File: src/rtl/clkdiv_pkg.sv
// -----------------------------------------------------------------------------
// clkdiv_pkg
// Shared definitions for the clock-divider family: ratio-detector FSM state
// encoding and default sizing constants. The mod-N counter benches reuse the
// same defaults so divider and detector agree on the ratio width.
// -----------------------------------------------------------------------------
package clkdiv_pkg;

    // Ratio-detector FSM states; encoding is fixed so it can be probed externally.
    typedef enum logic [1:0] {
        ST_IDLE   = 2'd0,
        ST_TRAIN  = 2'd1,
        ST_LOCKED = 2'd2
    } clkdiv_state_e;

    localparam int DEF_WIDTH    = 8;
    localparam int DEF_LOCK_CNT = 4;

    // Bits needed to count consecutive matches from 0 up to lock_cnt inclusive.
    function automatic int match_width(input int lock_cnt);
        return $clog2(lock_cnt + 1);
    endfunction

endpackage

File: src/rtl/clkdiv_edge_det.sv
// -----------------------------------------------------------------------------
// clkdiv_edge_det
// Registers the divided clock, flags any transition (rising or falling) and
// times the distance between transitions with a saturating run counter.
//
// Ports
//   clk       in   1      fast clock
//   rstn      in   1      synchronous active-low reset
//   div_in    in   1      divided clock, already synchronous to clk
//   clr       in   1      hold the run counter at zero (detector idle)
//   div_edge  out  1      div_in differs from its registered copy this cycle
//   run       out  WIDTH  clk cycles since the last edge, saturating at MAX
// -----------------------------------------------------------------------------
module clkdiv_edge_det #(
    parameter int WIDTH = 8
) (
    input  logic             clk,
    input  logic             rstn,
    input  logic             div_in,
    input  logic             clr,
    output logic             div_edge,
    output logic [WIDTH-1:0] run
);

    localparam logic [WIDTH-1:0] RUN_MAX = {WIDTH{1'b1}};

    logic             div_q;
    logic             div_d;
    logic [WIDTH-1:0] run_q;
    logic [WIDTH-1:0] run_d;

    // Edge detect and next run count; an edge reloads 1 so the value seen at
    // the following edge equals the half-period in clk cycles.
    always_comb begin
        div_d    = div_in;
        div_edge = div_in ^ div_q;
        run_d    = run_q;
        if (div_edge) begin
            run_d = WIDTH'(1);
        end else if (clr) begin
            run_d = {WIDTH{1'b0}};
        end else if (run_q == RUN_MAX) begin
            run_d = run_q;
        end else begin
            run_d = run_q + WIDTH'(1);
        end
    end

    // State registers with synchronous reset.
    always_ff @(posedge clk) begin
        if (!rstn) begin
            div_q <= 1'b0;
            run_q <= {WIDTH{1'b0}};
        end else begin
            div_q <= div_d;
            run_q <= run_d;
        end
    end

    assign run = run_q;

endmodule

File: src/rtl/clkdiv_ratio_detect.sv
// -----------------------------------------------------------------------------
// clkdiv_ratio_detect
// Measures the half-period of a divided clock in fast-clock cycles (the
// divider's N), locks after LOCK_CNT consecutive equal half-periods, and
// reports a mismatch against the locked ratio or a stalled div_in.
//
// Ports
//   clk       in   1      fast clock; single clock domain
//   rstn      in   1      synchronous active-low reset
//   div_in    in   1      divided clock, synchronous to clk
//   ratio     out  WIDTH  locked half-period in clk cycles; 0 while unlocked
//   locked    out  1      high while the detector is locked
//   mismatch  out  1      one-cycle pulse: locked half-period changed
//   timeout   out  1      one-cycle pulse: no div_in edge for MAX cycles
// -----------------------------------------------------------------------------
module clkdiv_ratio_detect
    import clkdiv_pkg::*;
#(
    parameter int WIDTH    = DEF_WIDTH,
    parameter int LOCK_CNT = DEF_LOCK_CNT
) (
    input  logic             clk,
    input  logic             rstn,
    input  logic             div_in,
    output logic [WIDTH-1:0] ratio,
    output logic             locked,
    output logic             mismatch,
    output logic             timeout
);

    localparam int               MW      = match_width(LOCK_CNT);
    localparam logic [WIDTH-1:0] RUN_MAX = {WIDTH{1'b1}};

    logic             div_edge;
    logic [WIDTH-1:0] run;

    clkdiv_state_e    state_q;
    clkdiv_state_e    state_d;
    logic [WIDTH-1:0] cand_q;
    logic [WIDTH-1:0] cand_d;
    logic [MW-1:0]    match_q;
    logic [MW-1:0]    match_d;
    logic [WIDTH-1:0] ratio_q;
    logic [WIDTH-1:0] ratio_d;
    logic             locked_q;
    logic             locked_d;
    logic             mismatch_q;
    logic             mismatch_d;
    logic             timeout_q;
    logic             timeout_d;
    logic             lock_now_s;

    clkdiv_edge_det #(
        .WIDTH (WIDTH)
    ) u_edge_det (
        .clk      (clk),
        .rstn     (rstn),
        .div_in   (div_in),
        .clr      (state_q == ST_IDLE),
        .div_edge (div_edge),
        .run      (run)
    );

    // True when one more matching half-period completes the lock count;
    // compared in int so the increment cannot wrap the narrow match field.
    always_comb begin
        if ((int'(match_q) + 1) >= LOCK_CNT) begin
            lock_now_s = 1'b1;
        end else begin
            lock_now_s = 1'b0;
        end
    end

    // FSM next state. Edges take precedence over the stall timeout, so a
    // half-period of exactly MAX is still measured.
    always_comb begin
        state_d    = state_q;
        cand_d     = cand_q;
        match_d    = match_q;
        ratio_d    = ratio_q;
        locked_d   = locked_q;
        mismatch_d = 1'b0;
        timeout_d  = 1'b0;
        case (state_q)
            ST_IDLE: begin
                // First edge only starts timing; there is no half-period yet.
                if (div_edge) begin
                    state_d = ST_TRAIN;
                    cand_d  = {WIDTH{1'b0}};
                    match_d = {MW{1'b0}};
                end else begin
                    state_d = ST_IDLE;
                end
            end
            ST_TRAIN: begin
                if (div_edge) begin
                    if (run == cand_q) begin
                        if (lock_now_s) begin
                            state_d  = ST_LOCKED;
                            ratio_d  = run;
                            locked_d = 1'b1;
                        end else begin
                            match_d = match_q + MW'(1);
                        end
                    end else begin
                        // New candidate restarts the streak at one sample.
                        cand_d  = run;
                        match_d = MW'(1);
                        if (LOCK_CNT == 1) begin
                            state_d  = ST_LOCKED;
                            ratio_d  = run;
                            locked_d = 1'b1;
                        end else begin
                            state_d = ST_TRAIN;
                        end
                    end
                end else if (run == RUN_MAX) begin
                    state_d   = ST_IDLE;
                    timeout_d = 1'b1;
                    locked_d  = 1'b0;
                    ratio_d   = {WIDTH{1'b0}};
                    cand_d    = {WIDTH{1'b0}};
                    match_d   = {MW{1'b0}};
                end else begin
                    state_d = ST_TRAIN;
                end
            end
            ST_LOCKED: begin
                if (div_edge) begin
                    if (run == ratio_q) begin
                        state_d = ST_LOCKED;
                    end else begin
                        // Drop lock and start training on the new value.
                        state_d    = ST_TRAIN;
                        mismatch_d = 1'b1;
                        locked_d   = 1'b0;
                        ratio_d    = {WIDTH{1'b0}};
                        cand_d     = run;
                        match_d    = MW'(1);
                    end
                end else if (run == RUN_MAX) begin
                    state_d   = ST_IDLE;
                    timeout_d = 1'b1;
                    locked_d  = 1'b0;
                    ratio_d   = {WIDTH{1'b0}};
                    cand_d    = {WIDTH{1'b0}};
                    match_d   = {MW{1'b0}};
                end else begin
                    state_d = ST_LOCKED;
                end
            end
            default: begin
                state_d  = ST_IDLE;
                locked_d = 1'b0;
                ratio_d  = {WIDTH{1'b0}};
                cand_d   = {WIDTH{1'b0}};
                match_d  = {MW{1'b0}};
            end
        endcase
    end

    // FSM and output registers with synchronous reset.
    always_ff @(posedge clk) begin
        if (!rstn) begin
            state_q    <= ST_IDLE;
            cand_q     <= {WIDTH{1'b0}};
            match_q    <= {MW{1'b0}};
            ratio_q    <= {WIDTH{1'b0}};
            locked_q   <= 1'b0;
            mismatch_q <= 1'b0;
            timeout_q  <= 1'b0;
        end else begin
            state_q    <= state_d;
            cand_q     <= cand_d;
            match_q    <= match_d;
            ratio_q    <= ratio_d;
            locked_q   <= locked_d;
            mismatch_q <= mismatch_d;
            timeout_q  <= timeout_d;
        end
    end

    assign ratio    = ratio_q;
    assign locked   = locked_q;
    assign mismatch = mismatch_q;
    assign timeout  = timeout_q;

endmodule
File: config.mk
export PLATFORM = sky130hd
export DESIGN_NAME = clkdiv_ratio_detect
export DESIGN_NICKNAME = d
export VERILOG_FILES = /design/src/rtl/clkdiv_pkg.sv /design/src/rtl/clkdiv_edge_det.sv /design/src/rtl/clkdiv_ratio_detect.sv
export SDC_FILE = /design/constraint.sdc
export NUM_CORES = 1
export LEC_CHECK = 0
export CAP_MARGIN = 20
export CORE_MARGIN = 1.5
export CORE_UTILIZATION = 30
export DETAILED_ROUTE_END_ITERATION = 10
export PLACE_DENSITY = 0.55
export SLEW_MARGIN = 20
export SYNTH_ARGS = -nofsm -noshare
export SYNTH_HDL_FRONTEND = slang
export SYNTH_SLANG_ARGS = --single-unit
File: constraint.sdc
create_clock -name clk -period 5.25 [get_ports clk]
set_clock_uncertainty 0.05 [all_clocks]
set_input_delay 1.05 -clock clk [delete_from_list [all_inputs] [get_ports clk]]
set_output_delay 1.05 -clock clk [all_outputs]
set_load 0.01 [all_outputs]
==> results.ini <==
[critical_path]
cp_max_fo = 11
worstRegToRegCells = 6
worst_setup_path_end_kind = register
cp-start-kind = primary input
critPathKind = in -> reg
critPathArrivalTime_ns = 3.59
required_ns = 5.38

[placed_design]
pre_cts_slack_ns = 1.510
dp_hpwl_mm = 2.835
io_buffer_count = 13
gp_congestion = 0.8099

[pwr]
peakVddDrop_mv = 0.1441
power_density_nw_per_um2 = 291.3
p_leak_uw = 0.0007263
power_uw = 610.8

[global_routing]
grt_max_degree = 18
grt_pass1_wl_mm = 6.520
track_usage_pct = 13.09
met1_usage_pct = 18.57
grt.overflow.total = 0
grt_use_met2_pct = 19.08
top_usage_layer = met2
grt_pass1_vias = 1269
use_met3_pct = 3.708
antenna_found_initial = 0

[floorplan]
fp.dieW_um = 80.77
ios = 14
num_rows = 28
core-area_sq_um = 5886
start_util_pct = 30.82
die_area_sq_um = 6523
die_h_um = 80.77

[yosys]
syn_area_sq_um = 1814
yosysSeqAreaShare_pct = 36.41
ys_async_sr_fraction_pct = 0
synth_top_family_by_area = simple AND/OR/NAND/NOR gates
syn_nets = 212
ys_ff_latch = 33
post-synth-top-count-cell = dfxtp_1
ys_top_cells_by_area = dfxtp_1, xnor2_1, nand2_1, mux2i_1, ha_1
avgSynthCellArea_sq_um = 8.937
synth_top_area_share_pct = 36.41
netlist_instances = 203
synth.largest_area_cell = dfxtp_1
yosys.area_share.adder_pct = 4.138
synth_edf_count = 0
synthXorXnorAreaFrac_pct = 10.62
synth-compound-area-share_pct = 15.24
yosysUniqueCellTypes = 47
synthMuxAreaShare_pct = 4.414
synthTopCellsByCount = dfxtp_1, nand2_1, xnor2_1, nor2_1
yosysWarnings = 0
yosys.area_share.simple_pct = 25.45
synth_ff_type = dfxtp_1

[cells_and_area]
syn_to_final_growth_pct = 15.59
fin_nets = 220
finalCoreUtilization_pct = 35.63
diodes = 0
filler_cell_count = 623
multi_input_area_sq_um = 1086
regArea_sq_um = 660.6
drive_gt1_share_pct = 8.962

[clock_network]
path_clk_slew_ns = 0.07
cts.path.max_buffers = 2
htree_num_levels = 2
hold_buffers = 0
cts_resized = 0
cts_tree = built
insertion_delay_ns = 0.29
post_cts_buffers = 0
numClockSinks = 33
root_buffer = clkbuf_8
cts_buffers = 5

[timing]
fmax_mhz = 289.0
rsz0062_at_grt = no
period_minus_slack_ns = 3.461
slew_viol_final = 0
timing.setup.tns_ns = 0
fin_crit_sh_pct = 65.92
hold_viol_final = 0
worst_pin_slew_ns = 0.7433
slew_headroom_pct = 50.28
fin_ws_ns = 1.789
final-setup-viol-count = 0

[detailed_routing]
dr.pass1.iters = 5
wl_mm = 3.911
final_antenna_net_count = 0
vias = 1461
drc = 0
via_per_inst = 5.091
wl_per_cell_um = 13.63
drt_iter0_markers = 64

[hold_path]
hold_path_depth = 2
hold_path_class = reg -> reg

[status]
status = completed

[run]
maxCapViolCount = 0

## report_power, final
group          leakage (uW)  internal, uW  switching, uW
sequential         0.000267           255           6.78
combinational      0.000405          39.5           65.1
clock             0.0000543           142            103
total              0.000726           436            174
## state kept, by name (all words and copies together) (netlist names)
name / flops
timeout: 1
u_edge_det.run: 8
u_edge_det.div_q: 1
cand_q: 8
mismatch: 1
ratio: 8
match_q: 3
state_q: 2
locked: 1
## placed cells by master (no fill, tap or decap), types with 2 or more instances in the layout
cell / synthesis / final
xnor2_1: 18 / 18
nor3_4: 2 / 2
xor2_1: 4 / 4
and3_1: 4 / 4
nor2b_1: 2 / 2
nand3_1: 5 / 5
ha_1: 6 / 6
inv_1: 3 / 3
nor2_1: 17 / 17
o21ai_1: 2 / 2
nand4_1: 3 / 3
a22o_1: 7 / 7
o41ai_1: 2 / 2
clkdlybuf4s50_1: 0 / 13
mux2i_1: 8 / 8
dfxtp_1: 33 / 33
clkbuf_8: 0 / 5
a311oi_1: 2 / 2
a21oi_1: 8 / 8
and2_1: 5 / 5
a211o_1: 2 / 2
nand2_1: 27 / 27
or3_1: 3 / 3
nor3_1: 3 / 3
o211ai_1: 2 / 2
o21ai_0: 2 / 2
nor4_1: 2 / 2
## final cells by class
cell class | instances | area share (%)
clock buffer | 5 | 3.282
clock inverter | 3 | 2.208
inverter | 3 | 0.5370
multi-input combinational | 155 | 51.79
sequential | 33 | 31.50
tap | 75 | 4.475
timing repair buffer | 13 | 6.205
## worst paths after layout
kind	startpoint	endpoint	slack, ns
hold / removal	cand_q[3]$_SDFFE_PN0P_	cand_q[3]$_SDFFE_PN0P_	0.42
setup / recovery	div_in	match_q[1]$_SDFFE_PN0P_	1.79
hold reg to reg	cand_q[3]$_SDFFE_PN0P_	cand_q[3]$_SDFFE_PN0P_	0.42
setup reg to reg	u_edge_det.div_q$_SDFF_PN0_	match_q[1]$_SDFFE_PN0P_	2.72
## metrics by stage
stage	instances	hold slack [ns]	area (sq um)
6_report	287	0.4216	2097
5_1_grt	287	0.4473	2097
4_1_cts	287	0.4277	2097
3_5_place_dp	279	0.4170	1982
3_3_place_gp	279	0.4073	1982
2_1_floorplan	203	0.3973	1814
## kinds of logic after synthesis
group	Yosys count
DFF	33
muxes	8
buffers and inverters	15
and+or+nand+nor	83
xor gates and xnor gates	22
adders and majority gates	6
AOI/OAI and AO/OA	36
## metal layers
layer / part of all wire, % / wire (um)
met1: 53 / 2065
met2: 41 / 1616
met5: 0 / 0
met4: 1.5 / 60
met3: 4.3 / 168
## critical path, cell delays in order
cell and delay, ns:
clkdlybuf4s50_1 0.52, xor2_1 0.62, nand2_1 0.23, nor4_4 0.54
a221o_2 0.27, nor2_1 0.06, a311o_1 0.31
Note: power is estimated with default switching activity, not from simulation.
